[src/rtl/mul_hilo_unit.sv]
// Multicycle HI/LO control stage around an external combinational signed multiplier.
// Define MUL_MADD_EN to add the MADD (multiply-accumulate into {hi,lo}) operation.
module mul_hilo_unit #(
   parameter int WIDTH = 32,
   parameter int LAT   = 3
) (
   input  logic                      clk,
   input  logic                      rst,
   input  logic                      start,
   input  logic [2:0]                op,
   input  logic [WIDTH-1:0]          src_a,
   input  logic [WIDTH-1:0]          src_b,
   output logic [WIDTH-1:0]          mul_a,
   output logic [WIDTH-1:0]          mul_b,
   input  logic signed [2*WIDTH-1:0] mul_c,
   output logic                      busy,
   output logic                      done,
   output logic [WIDTH-1:0]          hi,
   output logic [WIDTH-1:0]          lo
);

   typedef enum logic [1:0] {
      S_IDLE = 2'd0,
      S_CALC = 2'd1,
      S_DONE = 2'd2
   } state_e;

   localparam logic [2:0] OP_MULT  = 3'b000;
   localparam logic [2:0] OP_MTHI  = 3'b001;
   localparam logic [2:0] OP_MTLO  = 3'b010;
`ifdef MUL_MADD_EN
   localparam logic [2:0] OP_MADD  = 3'b011;
`endif
   localparam logic [3:0] CNT_INIT = 4'(LAT - 1);

   state_e                    state_q, state_d;
   logic [3:0]                cnt_q, cnt_d;
   logic [WIDTH-1:0]          mul_a_q, mul_a_d;
   logic [WIDTH-1:0]          mul_b_q, mul_b_d;
   logic [WIDTH-1:0]          hi_q, hi_d;
   logic [WIDTH-1:0]          lo_q, lo_d;
   logic [2*WIDTH-1:0]        capture;

`ifdef MUL_MADD_EN
   logic                      madd_q, madd_d;

   // Accumulate wraps modulo 2^(2*WIDTH); two's complement makes signed and unsigned sums identical.
   function automatic logic [2*WIDTH-1:0] acc_wrap(input logic [2*WIDTH-1:0] acc,
                                                   input logic signed [2*WIDTH-1:0] prod);
      acc_wrap = acc + prod;
   endfunction

   assign capture = madd_q ? acc_wrap({hi_q, lo_q}, mul_c) : mul_c;
`else
   assign capture = mul_c;
`endif

   always_comb begin
      state_d = state_q;
      cnt_d   = cnt_q;
      mul_a_d = mul_a_q;
      mul_b_d = mul_b_q;
      hi_d    = hi_q;
      lo_d    = lo_q;
`ifdef MUL_MADD_EN
      madd_d  = madd_q;
`endif
      case (state_q)
         S_CALC: begin
            // mul_c is only trusted on the final count; earlier cycles let it settle.
            if (cnt_q != 4'd0) begin
               cnt_d = cnt_q - 4'd1;
            end else begin
               {hi_d, lo_d} = capture;
               state_d      = S_DONE;
            end
         end
         default: begin
            state_d = S_IDLE;
            if (start) begin
               case (op)
                  OP_MULT: begin
                     mul_a_d = src_a;
                     mul_b_d = src_b;
                     cnt_d   = CNT_INIT;
                     state_d = S_CALC;
`ifdef MUL_MADD_EN
                     madd_d  = 1'b0;
`endif
                  end
`ifdef MUL_MADD_EN
                  OP_MADD: begin
                     mul_a_d = src_a;
                     mul_b_d = src_b;
                     cnt_d   = CNT_INIT;
                     state_d = S_CALC;
                     madd_d  = 1'b1;
                  end
`endif
                  OP_MTHI: hi_d = src_a;
                  OP_MTLO: lo_d = src_a;
                  default: ;
               endcase
            end
         end
      endcase
   end

   always_ff @(posedge clk) begin
      if (rst) begin
         state_q <= S_IDLE;
         cnt_q   <= 4'd0;
         mul_a_q <= '0;
         mul_b_q <= '0;
         hi_q    <= '0;
         lo_q    <= '0;
`ifdef MUL_MADD_EN
         madd_q  <= 1'b0;
`endif
      end else begin
         state_q <= state_d;
         cnt_q   <= cnt_d;
         mul_a_q <= mul_a_d;
         mul_b_q <= mul_b_d;
         hi_q    <= hi_d;
         lo_q    <= lo_d;
`ifdef MUL_MADD_EN
         madd_q  <= madd_d;
`endif
      end
   end

   assign mul_a = mul_a_q;
   assign mul_b = mul_b_q;
   assign hi    = hi_q;
   assign lo    = lo_q;
   assign busy  = (state_q == S_CALC);
   assign done  = (state_q == S_DONE);

endmodule

[config.mk]
export PLATFORM = sky130hd
export DESIGN_NAME = mul_hilo_unit
export DESIGN_NICKNAME = d
export VERILOG_FILES = /design/src/rtl/mul_hilo_unit.sv
export SDC_FILE = /design/constraint.sdc
export NUM_CORES = 1
export LEC_CHECK = 0
export BUFFER_PORTS_ARGS = -buffer_cell sky130_fd_sc_hd__buf_2
export CAP_MARGIN = 40
export CORE_AREA = 2 2 108 110
export CTS_CLUSTER_SIZE = 25
export DETAILED_ROUTE_END_ITERATION = 6
export DIE_AREA = 0 0 110 112
export PLACE_DENSITY = 0.83
export SETUP_SLACK_MARGIN = 0.05
export SLEW_MARGIN = 10
export SYNTH_ARGS = -nofsm -noshare
export SYNTH_HDL_FRONTEND = slang
export SYNTH_SLANG_ARGS = --single-unit
[constraint.sdc]
create_clock -name clk -period 3.8 [get_ports clk]
set_clock_uncertainty 0.1 [all_clocks]
set_input_delay 0.19 -clock clk [delete_from_list [all_inputs] [get_ports clk]]
set_output_delay 0.19 -clock clk [all_outputs]
set_load 0.1 [all_outputs]
# Word-level counts from Yosys, hierarchy flattened
# Index checks and enable logic that the tools add are counted.
[classes] addsub=1 eq_ne=6 mux=16 bitwise_logic=1 n_reduce_logical=10
[ops] cell="$mux 32" count=8
[ops] cell="$mux 4" count=4
[ops] cell="$reduce_and 3->1" count=4
[ops] cell="$reduce_bool 2->1" count=4
[ops] cell="$mux 2" count=2
[ops] cell="$reduce_bool 4->1" count=1
[ops] cell="$sub 4x1->4 const B" count=1
[ops] cell="$eq 3x1->1 const B" count=1
[ops] cell="$eq 3x2->1 const B" count=1
[ops] cell="$logic_not 3->1" count=1
[ops] cell="$eq 2x1->1 const B" count=1
[ops] cell="$eq 2x2->1 const B" count=1
[ops] cell="$mux 1" count=2
[ops] cell="$ne 2x1->1 const B" count=1
[ops] cell="$ne 2x2->1 const B" count=1
[ops] cell="$not 1->1" count=1
[totals] register_bits=134 in_bits=134

# Depth between registers and ports, before layout
# Gate-level depths: netlist of the first run.
[logic_depth] word_depth=4 mapped_depth=8 mapped_depth_nobuf=6

# Worst setup path before layout of the first run
# Ideal clock, no wire load.
[synth_timing] path_type="reg-to-reg" from="register state_q[1]" to="register hi_q[23] (netlist: hi[23])" setup_time_ns=0.086 arrival_ns=1.975 required_time_ns=3.614 slack_ns=1.639 stages_incl_launch_ff=6 n_path_buf=1 period_less_slack_ns=2.161 cell_sequence="dfxtp_1 nand2b_4 inv_4 clkbuf_1 a21oi_1 a211oi_1"
[synth_between] elab_chain_len=3 elab_cells_between_ends=6 cone_classes="eq/ne: 2; mux: 1; reduce/logical: 3"
[synth_rtl] element="from (decl)" line="36" text="state_e state_q, state_d;"
[synth_rtl] element="from (signal assigned)" line="121" text="state_q <= state_d;"
[synth_rtl] element="$eq 2x1->1 (*)"
[synth_rtl] element="net busy" line="16" text="output logic busy,"
[synth_rtl] element="$ne 2x2->1 (no source line) / $reduce_bool 2->1 (equally long branches)"
[synth_rtl] element="$reduce_and 3->1 (no source line)"
[synth_rtl] element="to (signal assigned)" line="125" text="hi_q <= hi_d;"
[synth_rtl] element="to (decl)" line="40" text="logic [WIDTH-1:0] hi_q, hi_d;"
# Mark *: on every way through the listed nets, which the timed path passes. The rest lies on a longest branch.
# A chain may end at the register's enable or synchronous reset.

# Worst setup path in the final report of the first run
[layout_timing] from="register state_q[1]" to="register mul_a_q[24] (netlist: mul_a[24])"
[layout_between] elab_chain_len=3
[layout_rtl] element="$eq 2x1->1" line="68" text="case (state_q)"
[layout_rtl] element="$not 1->1 (no source line)"
[layout_rtl] element="$reduce_and 3->1 (no source line)"
[layout_rtl] element="to (signal assigned)" line="123" text="mul_a_q <= mul_a_d;"
[layout_rtl] element="to (decl)" line="38" text="logic [WIDTH-1:0] mul_a_q, mul_a_d;"
# No other way between the ends.

==> results.cfg, run 1 <==
[status]
status = finished, final reports clean

[power]
clkPwrFrac = 0.438
internal_power_mw = 2.79
p_comb_frac = 0.190
powerDensity_nw_per_um2 = 503
power_switching_mw = 1.20
switching_share = 0.301
p_leak_nw = 3.45
vdd_drop_max_mv = 0.318
seqPwrFrac = 0.372

[sta]
finalSetupTns_ps = 0
final_hold_viol_count = 0
setup_viol = 0
period_share = 0.724
clock.fmax_mhz = 364
rsz0062_at_grt = false
slew_headroom = 0.463
hold_ws_ps = 13.6
min_period_ps = 2750
max_slew.worst_pin.slew_ps = 805
slew_violations = 0

[worst_setup_path]
worst_r2r_path_depth = 6
max_stage_delay_ps = 1000
worstReg2RegStart = state_q[1]
worstSetupEndpointType = register
crit_type = reg2reg
required_ps = 3950
r2r-end = mul_a[24]
start_kind = register
slowest_stage = or4_2
critical_path_peak_fanout = 39
path_cells = nand2b_4 -> inv_4 -> or4_2 -> buf_4 -> nand2_1 -> a21oi_1
rrSetupSlack_ps = 1050
arrival_ps = 2900

[global_routing]
grtUsageMet1 = 0.383
antenna_found_initial = 1
grt_pass1_vias = 5584
grt.total_usage = 0.295
grt_use_met3 = 0.0761
grt_overflow = 0
grtUsageMet2 = 0.463
grt_pass1_wl_microns = 28300
busiest_layer = met2
grt_max_degree = 69

[finish]
n_antenna_cell = 0
multi_input_comb_area_sq_um = 2380
fillers = 854
finalNetCount = 1076
drive_gt1_frac = 0.327
layout_common_cells = buf_2 (262), dfxtp_1 (134), a21oi_1 (132)
seq_area_sq_um = 2680
final_cells = 1097
syn_to_final_growth_pct = 47.8
final_common_cell = buf_2

[place]
portBuffers = 263
gp_congestion = 0.869
dp_cells = 1001
hpwl_microns = 11600

[clock_tree]
numClockSinks = 134
path_clk_slew_ps = 60
cts_made_buffers = 17
htreeDepth = 4
cts_tree = done
root_buffer = clkbuf_16
clk_latency_ps = 400
clk_path_buf_depth = 2

[drt]
drtIter0Drc = 785
wl_per_cell_microns = 17.0
routed_via_density = 5.47
via_count = 6002
first_pass_iters = 5
wirelength_microns = 18600
drc = 0
ant_nets = 0

[worst_hold_path]
worstHoldEndpoint = lo[10]
hold_class = in2reg
whs_path_depth = 3
hold_path_startpoint = mul_c[10]

[synthesis]
syn_inst = 646
yosysUniqueCellTypes = 28
synth-seq-cells = 134
yosys_warnings = 0
syn-num-nets = 781
synth_edf_count = 0
async_reset_ff_frac = 0
syn_area_sq_um = 5360
synth_ff_type = dfxtp_1
syn_area_per_cell_sq_um = 8.30
yosysSeqAreaShare = 0.500

[floorplan]
core_area_sq_um = 11200
die-height_microns = 112
fp-row-count = 39
dieArea_sq_um = 12300
start_util = 0.480
ioPinCount = 264
die_w_microns = 110

[run]
maxCapViolCount = 0
registers in the layout (all words and copies together), names as in the netlist:
register	flops
hi	32
lo	32
mul_a	32
mul_b	32
cnt_q	4
state_q	2
per-stage QoR:
step	power [mW]	instance area [sq um]	setup slack (ps)	util
2_1_floorplan	2.04	5360	1640	-
3_3_place_gp	2.20	6650	1160	0.595
3_5_place_dp	2.21	6650	1100	0.595
4_1_cts	3.99	7930	1090	0.709
5_1_grt	4.11	7930	926	0.709
6_report	3.99	7930	1050	0.709
cells in the mapped netlist, types with 2 or more instances:
cell type | count | area [sq um]
dfxtp_1 | 134 | 2680
a21oi_1 | 132 | 661
nand2_1 | 130 | 488
nor3_1 | 66 | 330
a211oi_1 | 64 | 480
and2_1 | 32 | 200
clkbuf_1 | 30 | 113
buf_2 | 25 | 125
buf_6 | 4 | 45.0
nor2_1 | 4 | 15.0
o21ai_0 | 3 | 15.0
buf_1 | 2 | 7.51
inv_1 | 2 | 7.51
nand2b_1 | 2 | 12.5
nor4b_4 | 2 | 47.6
or2_0 | 2 | 12.5
critical path, delay by kind of cell (launching register included):
family	cells	cell delay (ps)
simple gates	3	1500
compound gates	1	70
buf+inv	2	570
flops	1	320
area by class of cell:
type	count	area share
flip-flops and latches	134	0.338
clock buffers	21	0.0581
well taps	143	0.0226
clock inverters	11	0.0218
inverters	3	0.00174
repair buffers	337	0.257
multi-input cells	448	0.301
routing by layer:
layer / vias up / wire [microns]
li1: 2854 / -
met5: - / 0
met1: 2722 / 7470
met4: 0 / 569
met3: 57 / 1690
met2: 369 / 8870
what timing repair did:
action / in CTS / in global routing
buffers inserted: 0 / 0
endpoints found under the hold margin: 64 / 0
gates resized for setup: 0 / 0
hold buffers: 64 / 0
kinds of logic (layout without fill, tap and decap cells):
logic type      count (synthesis)  in the layout  share of synthesized area
fa+ha+maj                       1              1                    0.00233
compound gates                201            201                      0.220
buf+inv                        64            372                     0.0567
simple gates                  246            246                      0.221
flops                         134            134                      0.500
worst max-delay path by stage:
stage,startpoint,end,depth (start not counted)
after floorplan,state_q[1],hi[23],5
after global placement,state_q[1],mul_a[16],6
after detailed placement,state_q[1],mul_b[11],6
after CTS,state_q[1],mul_a[20],6
after global routing,state_q[1],mul_b[7],6
final,state_q[1],mul_a[24],6
power groups by stage:
| stage | combinational (mW) | clock [mW] | sequential [mW] |
|---|---|---|---|
| after floorplan | 0.166 | 0 | 1.88 |
| after global placement | 0.690 | 0 | 1.51 |
| after detailed placement | 0.694 | 0 | 1.51 |
| after CTS | 0.746 | 1.76 | 1.48 |
| after global routing | 0.791 | 1.83 | 1.49 |
| final | 0.757 | 1.75 | 1.48 |
No activity file was read; power rests on OpenSTA's default activity.
==> inputs of run 2 (changes only) <==
--- a/config.mk
+++ b/config.mk
@@ -5,13 +5,14 @@
 export SDC_FILE = /design/constraint.sdc
 export NUM_CORES = 1
 export LEC_CHECK = 0
+export ABC_AREA = 1
 export BUFFER_PORTS_ARGS = -buffer_cell sky130_fd_sc_hd__buf_2
 export CAP_MARGIN = 40
-export CORE_AREA = 2 2 108 110
+export CORE_AREA = 2 2 116 118
 export CTS_CLUSTER_SIZE = 25
 export DETAILED_ROUTE_END_ITERATION = 6
-export DIE_AREA = 0 0 110 112
-export PLACE_DENSITY = 0.83
+export DIE_AREA = 0 0 118 120
+export PLACE_DENSITY = 0.78
 export SETUP_SLACK_MARGIN = 0.05
 export SLEW_MARGIN = 10
 export SYNTH_ARGS = -nofsm -noshare
==> constraint.sdc (replaced) <==
create_clock -name clk -period 2.6 [get_ports clk]
set_clock_uncertainty 0.1 [all_clocks]
set_input_delay 0.13 -clock clk [delete_from_list [all_inputs] [get_ports clk]]
set_output_delay 0.13 -clock clk [all_outputs]
set_load 0.1 [all_outputs]
==> run 2 against run 1 <==
The flow now finishes with violations (negative hold slack); sequential power rose by 49%; sequential cell count did not move; combinational power rose by 86%; critical endpoint is now busy; largest cell class is now non-clock buffers.
==> results.cfg, run 2 <==
[synthesis]
synth.most_common_cell = nand2_1
yosys_warnings = 0
synth-seq-cells = 134
synth_ff_type = dfxtp_1
synth_edf_count = 0
yosysSeqAreaShare = 0.452
syn_area_sq_um = 5930
syn-num-nets = 1058
synth_common_cells = nand2_1 (241), nor2_1 (238), dfxtp_1 (134)
yosysTopAreaCell = dfxtp_1
synth_area_leaders = dfxtp_1 (45%), nand2_1 (15%), nor2_1 (15%), nand3_1 (5.8%), o21ai_0 (5.2%)
yosysUniqueCellTypes = 20
syn_inst = 923
syn_area_per_cell_sq_um = 6.42
synth_top_area_share = 0.452
async_reset_ff_frac = 0

[global_routing]
grt.total_usage = 0.309
grt_pass1_vias = 7317
grt_overflow = 0
grt_pass1_wl_microns = 35000
antenna_found_initial = 0
grt_max_degree = 67

[clock_tree]
clk_path_buf_depth = 2
root_buffer = clkbuf_16
post_cts_resized = 0
cts_made_buffers = 17
postCtsSetupRepairBufs = 0
clk_latency_ps = 410
path_clk_slew_ps = 50
cts_tree = done
numClockSinks = 134
htreeDepth = 4
ctsHoldBuffers = 127

[worst_setup_path]
worstSetupEndpointType = output pin
crit_type = reg2out
worstReg2RegStart = cnt_q[0]
crit_start = state_q[0]
critical_path_peak_fanout = 56
arrival_ps = 2000
start_kind = register
required_ps = 2370
rrSetupSlack_ps = 590

[finish]
stdcell_area_sq_um = 9190
layout_common_cells = buf_2 (263), nand2_1 (240), nor2_1 (238)
n_antenna_cell = 0
multi_input_comb_area_sq_um = 2710
final_common_cell = buf_2
seq_area_sq_um = 2680
syn_to_final_growth_pct = 55.0
fillers = 1059
final_util = 0.708
drive_gt1_frac = 0.239
finalNetCount = 1423

[sta]
hold_ws_ps = -22.2
setup_viol = 0
period_share = 0.859
min_period_ps = 2230
rsz0062_at_grt = false
final_hold_viol_count = 1
slew_violations = 0
finalSetupTns_ps = 0
slew_headroom = 0.637
max_slew.worst_pin.slew_ps = 543
clock.fmax_mhz = 448

[drt]
drtIter0Drc = 755
ant_nets = 0
wl_per_cell_microns = 14.6
first_pass_iters = 5
via_count = 7320
routed_via_density = 4.96
drc = 0
wirelength_microns = 21600

[power]
powerDensity_nw_per_um2 = 639
power_switching_mw = 1.92
p_comb_frac = 0.240
switching_share = 0.327
p_leak_nw = 4.86
clkPwrFrac = 0.386
seqPwrFrac = 0.374
vdd_drop_max_mv = 0.401
internal_power_mw = 3.95

[floorplan]
die-height_microns = 120
die_w_microns = 118
dieArea_sq_um = 14200
core_area_sq_um = 13000
fp-row-count = 42
start_util = 0.457
ioPinCount = 264

[worst_hold_path]
hold_class = in2reg
hold_path_startpoint = mul_c[0]

[place]
placed_area_sq_um = 7380
gp_congestion = 0.838
portBuffers = 263
hpwl_microns = 12600

[status]
status = complete, but fails checks
violations = negative hold slack

[run]
maxCapViolCount = 0
-- run 2: changes by cell type in the layout (fill, tap and decap cells not counted), moves of 5 or more --
cell	previous run	this run
nand2_1	130	240
and2_1	32	0
nand3_1	1	69
o21ai_0	3	62
a211oi_1	64	0
inv_1	2	72
clkbuf_1	2	7
nor3_1	65	0
nor2_1	4	238
dlygate4sd3_1	64	127
a21oi_1	132	34
-- run 2: final timing paths --
check,to,cells past startpoint
setup / recovery,busy,4
hold / removal,lo[0],5
setup reg to reg,hi[22],9
hold reg to reg,cnt_q[0],1
-- run 2: power groups by stage --
| stage | combinational (mW) | sequential [mW] | clock [mW] |
|---|---|---|---|
| 6_report | 1.41 | 2.20 | 2.27 |
| 5_1_grt | 1.49 | 2.20 | 2.37 |
| 4_1_cts | 1.38 | 2.19 | 2.28 |
| 3_5_place_dp | 1.23 | 2.24 | 0 |
| 3_3_place_gp | 1.23 | 2.23 | 0 |
| 2_1_floorplan | 0.305 | 2.88 | 0 |
-- run 2: critical path, stage by stage, from the launching register on --
cell     delay (ps)
dfxtp_1         370
inv_2            60
nor2_4          340
buf_12          300
buf_2           480
-- run 2: area by class of cell --
class / instances / area share
Sequential cell: 134 / 0.292
Clock inverter: 5 / 0.00817
Timing Repair Buffer: 405 / 0.299
Multi-Input combinational cell: 654 / 0.295
Inverter: 76 / 0.0312
Tap cell: 176 / 0.0240
Clock buffer: 25 / 0.0506
-- run 2: per-stage QoR --
step           worst slack, ps  std cells  hold slack, ps  power [mW]
5_1_grt                    258       1475            60.7        6.07
3_5_place_dp               601       1318             274        3.47
2_1_floorplan              696        923            99.1        3.19
3_3_place_gp               642       1318             266        3.46
6_report                   366       1475           -22.2        5.87
4_1_cts                    376       1475            3.26        5.86
-- run 2: cells by family after synthesis --
kind of cell,after synthesis,synth area share
DFF,134,0.452
AOI/OAI and AO/OA,99,0.0836
adders and majority gates,1,0.00211
and+or+nand+nor,554,0.370
buffers and inverters,135,0.0918
-- run 2: layer usage --
metal  part of all wire  track usage  wire length (microns)
met1               0.38        0.331                   8220
met2               0.49        0.544                  10600
met3              0.074       0.0822                   1610
met4              0.051        0.188                   1110
met5                  0            0                      0
==> inputs of run 3 (changes only) <==
--- a/config.mk
+++ b/config.mk
@@ -5,14 +5,13 @@
 export SDC_FILE = /design/constraint.sdc
 export NUM_CORES = 1
 export LEC_CHECK = 0
-export ABC_AREA = 1
 export BUFFER_PORTS_ARGS = -buffer_cell sky130_fd_sc_hd__buf_2
 export CAP_MARGIN = 40
-export CORE_AREA = 2 2 116 118
+export CORE_AREA = 2 2 156 82
 export CTS_CLUSTER_SIZE = 25
 export DETAILED_ROUTE_END_ITERATION = 6
-export DIE_AREA = 0 0 118 120
-export PLACE_DENSITY = 0.78
+export DIE_AREA = 0 0 158 84
+export PLACE_DENSITY = 0.79
 export SETUP_SLACK_MARGIN = 0.05
 export SLEW_MARGIN = 10
 export SYNTH_ARGS = -nofsm -noshare
==> run 3 against run 2 <==
Combinational power down 16%; first-iteration DRC count decreased by 39%; highest routed layer unchanged; routed wire length fell by 7.1%; the flow now finishes without violations; critical path type is now reg2reg; worst hold slack gained 41 ps; global-route usage is 0.84 points lower; power rose by 0.47%; critical path depth up 3.
==> results.cfg, run 3 (synthesis gave the netlist of run 1 again) <==
[drt]
drc = 0
drtIter0Drc = 458
routed_via_density = 5.23
wl_met3_microns = 1840
topRoutingLayerUsed = met4
wl_per_cell_microns = 16.9
via_count = 6229
ant_nets = 0
first_pass_iters = 7
wl_met1_microns = 8220
route.met2.wl_microns = 9500
wirelength_microns = 20100

[clock_tree]
clk_path_buf_depth = 2
cts_made_buffers = 17
post_cts_resized = 0
numClockSinks = 134
root_buffer = clkbuf_16
cts_tree = done
clk_latency_ps = 400
htreeDepth = 4
ctsHoldBuffers = 124
path_clk_slew_ps = 70
postCtsSetupRepairBufs = 0

[worst_hold_path]
hold_class = in2reg
whs_path_depth = 3
worstHoldEndpoint = hi[20]
hold_path_startpoint = mul_c[52]

[sta]
max_slew.worst_pin.slew_ps = 715
min_period_ps = 2270
finalSetupTns_ps = 0
slew_violations = 0
setup_viol = 0
final_hold_viol_count = 0
rsz0062_at_grt = false
clock.fmax_mhz = 442
slew_headroom = 0.523
period_share = 0.871
hold_ws_ps = 18.5

[power]
vdd_drop_max_mv = 0.434
powerDensity_nw_per_um2 = 685
p_leak_nw = 3.74

[worst_setup_path]
rrSetupSlack_ps = 330
r2r-end = lo[6]
worstReg2RegStart = cnt_q[0]
crit_type = reg2reg
required_ps = 2800
start_kind = register
worst_r2r_path_depth = 7
critical_path_peak_fanout = 64
arrival_ps = 2460
worstSetupEndpointType = register

[finish]
n_antenna_cell = 0
drive_gt1_frac = 0.314
syn_to_final_growth_pct = 60.6
final_common_cell = buf_2
layout_common_cells = buf_2 (262), dfxtp_1 (134), a21oi_1 (132)
finalNetCount = 1142
fillers = 943

[global_routing]
grt_overflow = 0
grt.total_usage = 0.300
grt_pass1_wl_microns = 31100
grt_pass1_vias = 6198
antenna_found_initial = 0
grt_max_degree = 65

[place]
portBuffers = 263
hpwl_microns = 12000
gp_congestion = 0.823

[floorplan]
start_util = 0.442
core_area_sq_um = 12100
fp-row-count = 29
dieArea_sq_um = 13300
die-height_microns = 84
die_w_microns = 158
ioPinCount = 264

[status]
status = finished, final reports clean

[run]
maxCapViolCount = 0
## run 3: per-layer routing
metal / track usage / up-vias
met5: 0 / -
met4: 0.113 / 0
met3: 0.0971 / 53
met2: 0.502 / 346
met1: 0.360 / 2846
li1: - / 2984
## run 3: critical path, stage by stage (launching register included)
cell      delay (ps)
dfxtp_1          320
inv_1             90
ha_1             180
nand2b_1         140
nor3_2           210
buf_4            630
nor3_1           140
a211oi_1         330
## run 3: metrics by stage
| stage | instances | setup WS [ps] | area, sq um | utilization | total power [mW] |
|---|---|---|---|---|---|
| after floorplan | 646 | 439 | 5360 | - | 2.98 |
| after global routing | 1190 | 139 | 8610 | 0.711 | 6.10 |
| after global placement | 1034 | 490 | 6740 | 0.556 | 3.23 |
| final | 1190 | 335 | 8610 | 0.711 | 5.90 |
| after detailed placement | 1034 | 454 | 6740 | 0.556 | 3.23 |
| after CTS | 1190 | 416 | 8610 | 0.711 | 5.90 |
## run 3: final cells by class
cell class                      count  area [sq um]  area share
Timing Repair Buffer              403          2690       0.313
Sequential cell                   134          2680       0.312
Multi-Input combinational cell    448          2380       0.277
Clock buffer                       18           439      0.0510
Tap cell                          170           213      0.0247
Clock inverter                     14           188      0.0218
Inverter                            3          13.8     0.00160
## run 3: power by group
part           switching [mW]  internal (mW)  total (mW)
Combinational           0.832          0.352        1.18
Sequential             0.0408           2.13        2.17
Clock                   0.979           1.57        2.55
## run 3: worst max-delay path by stage
stage / from / to / slack (ps) / cells past startpoint
after floorplan: state_q[1] / hi[23] / 440 / 5
after global placement: cnt_q[0] / hi[30] / 490 / 7
after detailed placement: cnt_q[0] / hi[16] / 450 / 7
after CTS: cnt_q[1] / hi[16] / 420 / 7
after global routing: cnt_q[0] / lo[6] / 140 / 7
final: cnt_q[0] / lo[6] / 330 / 7
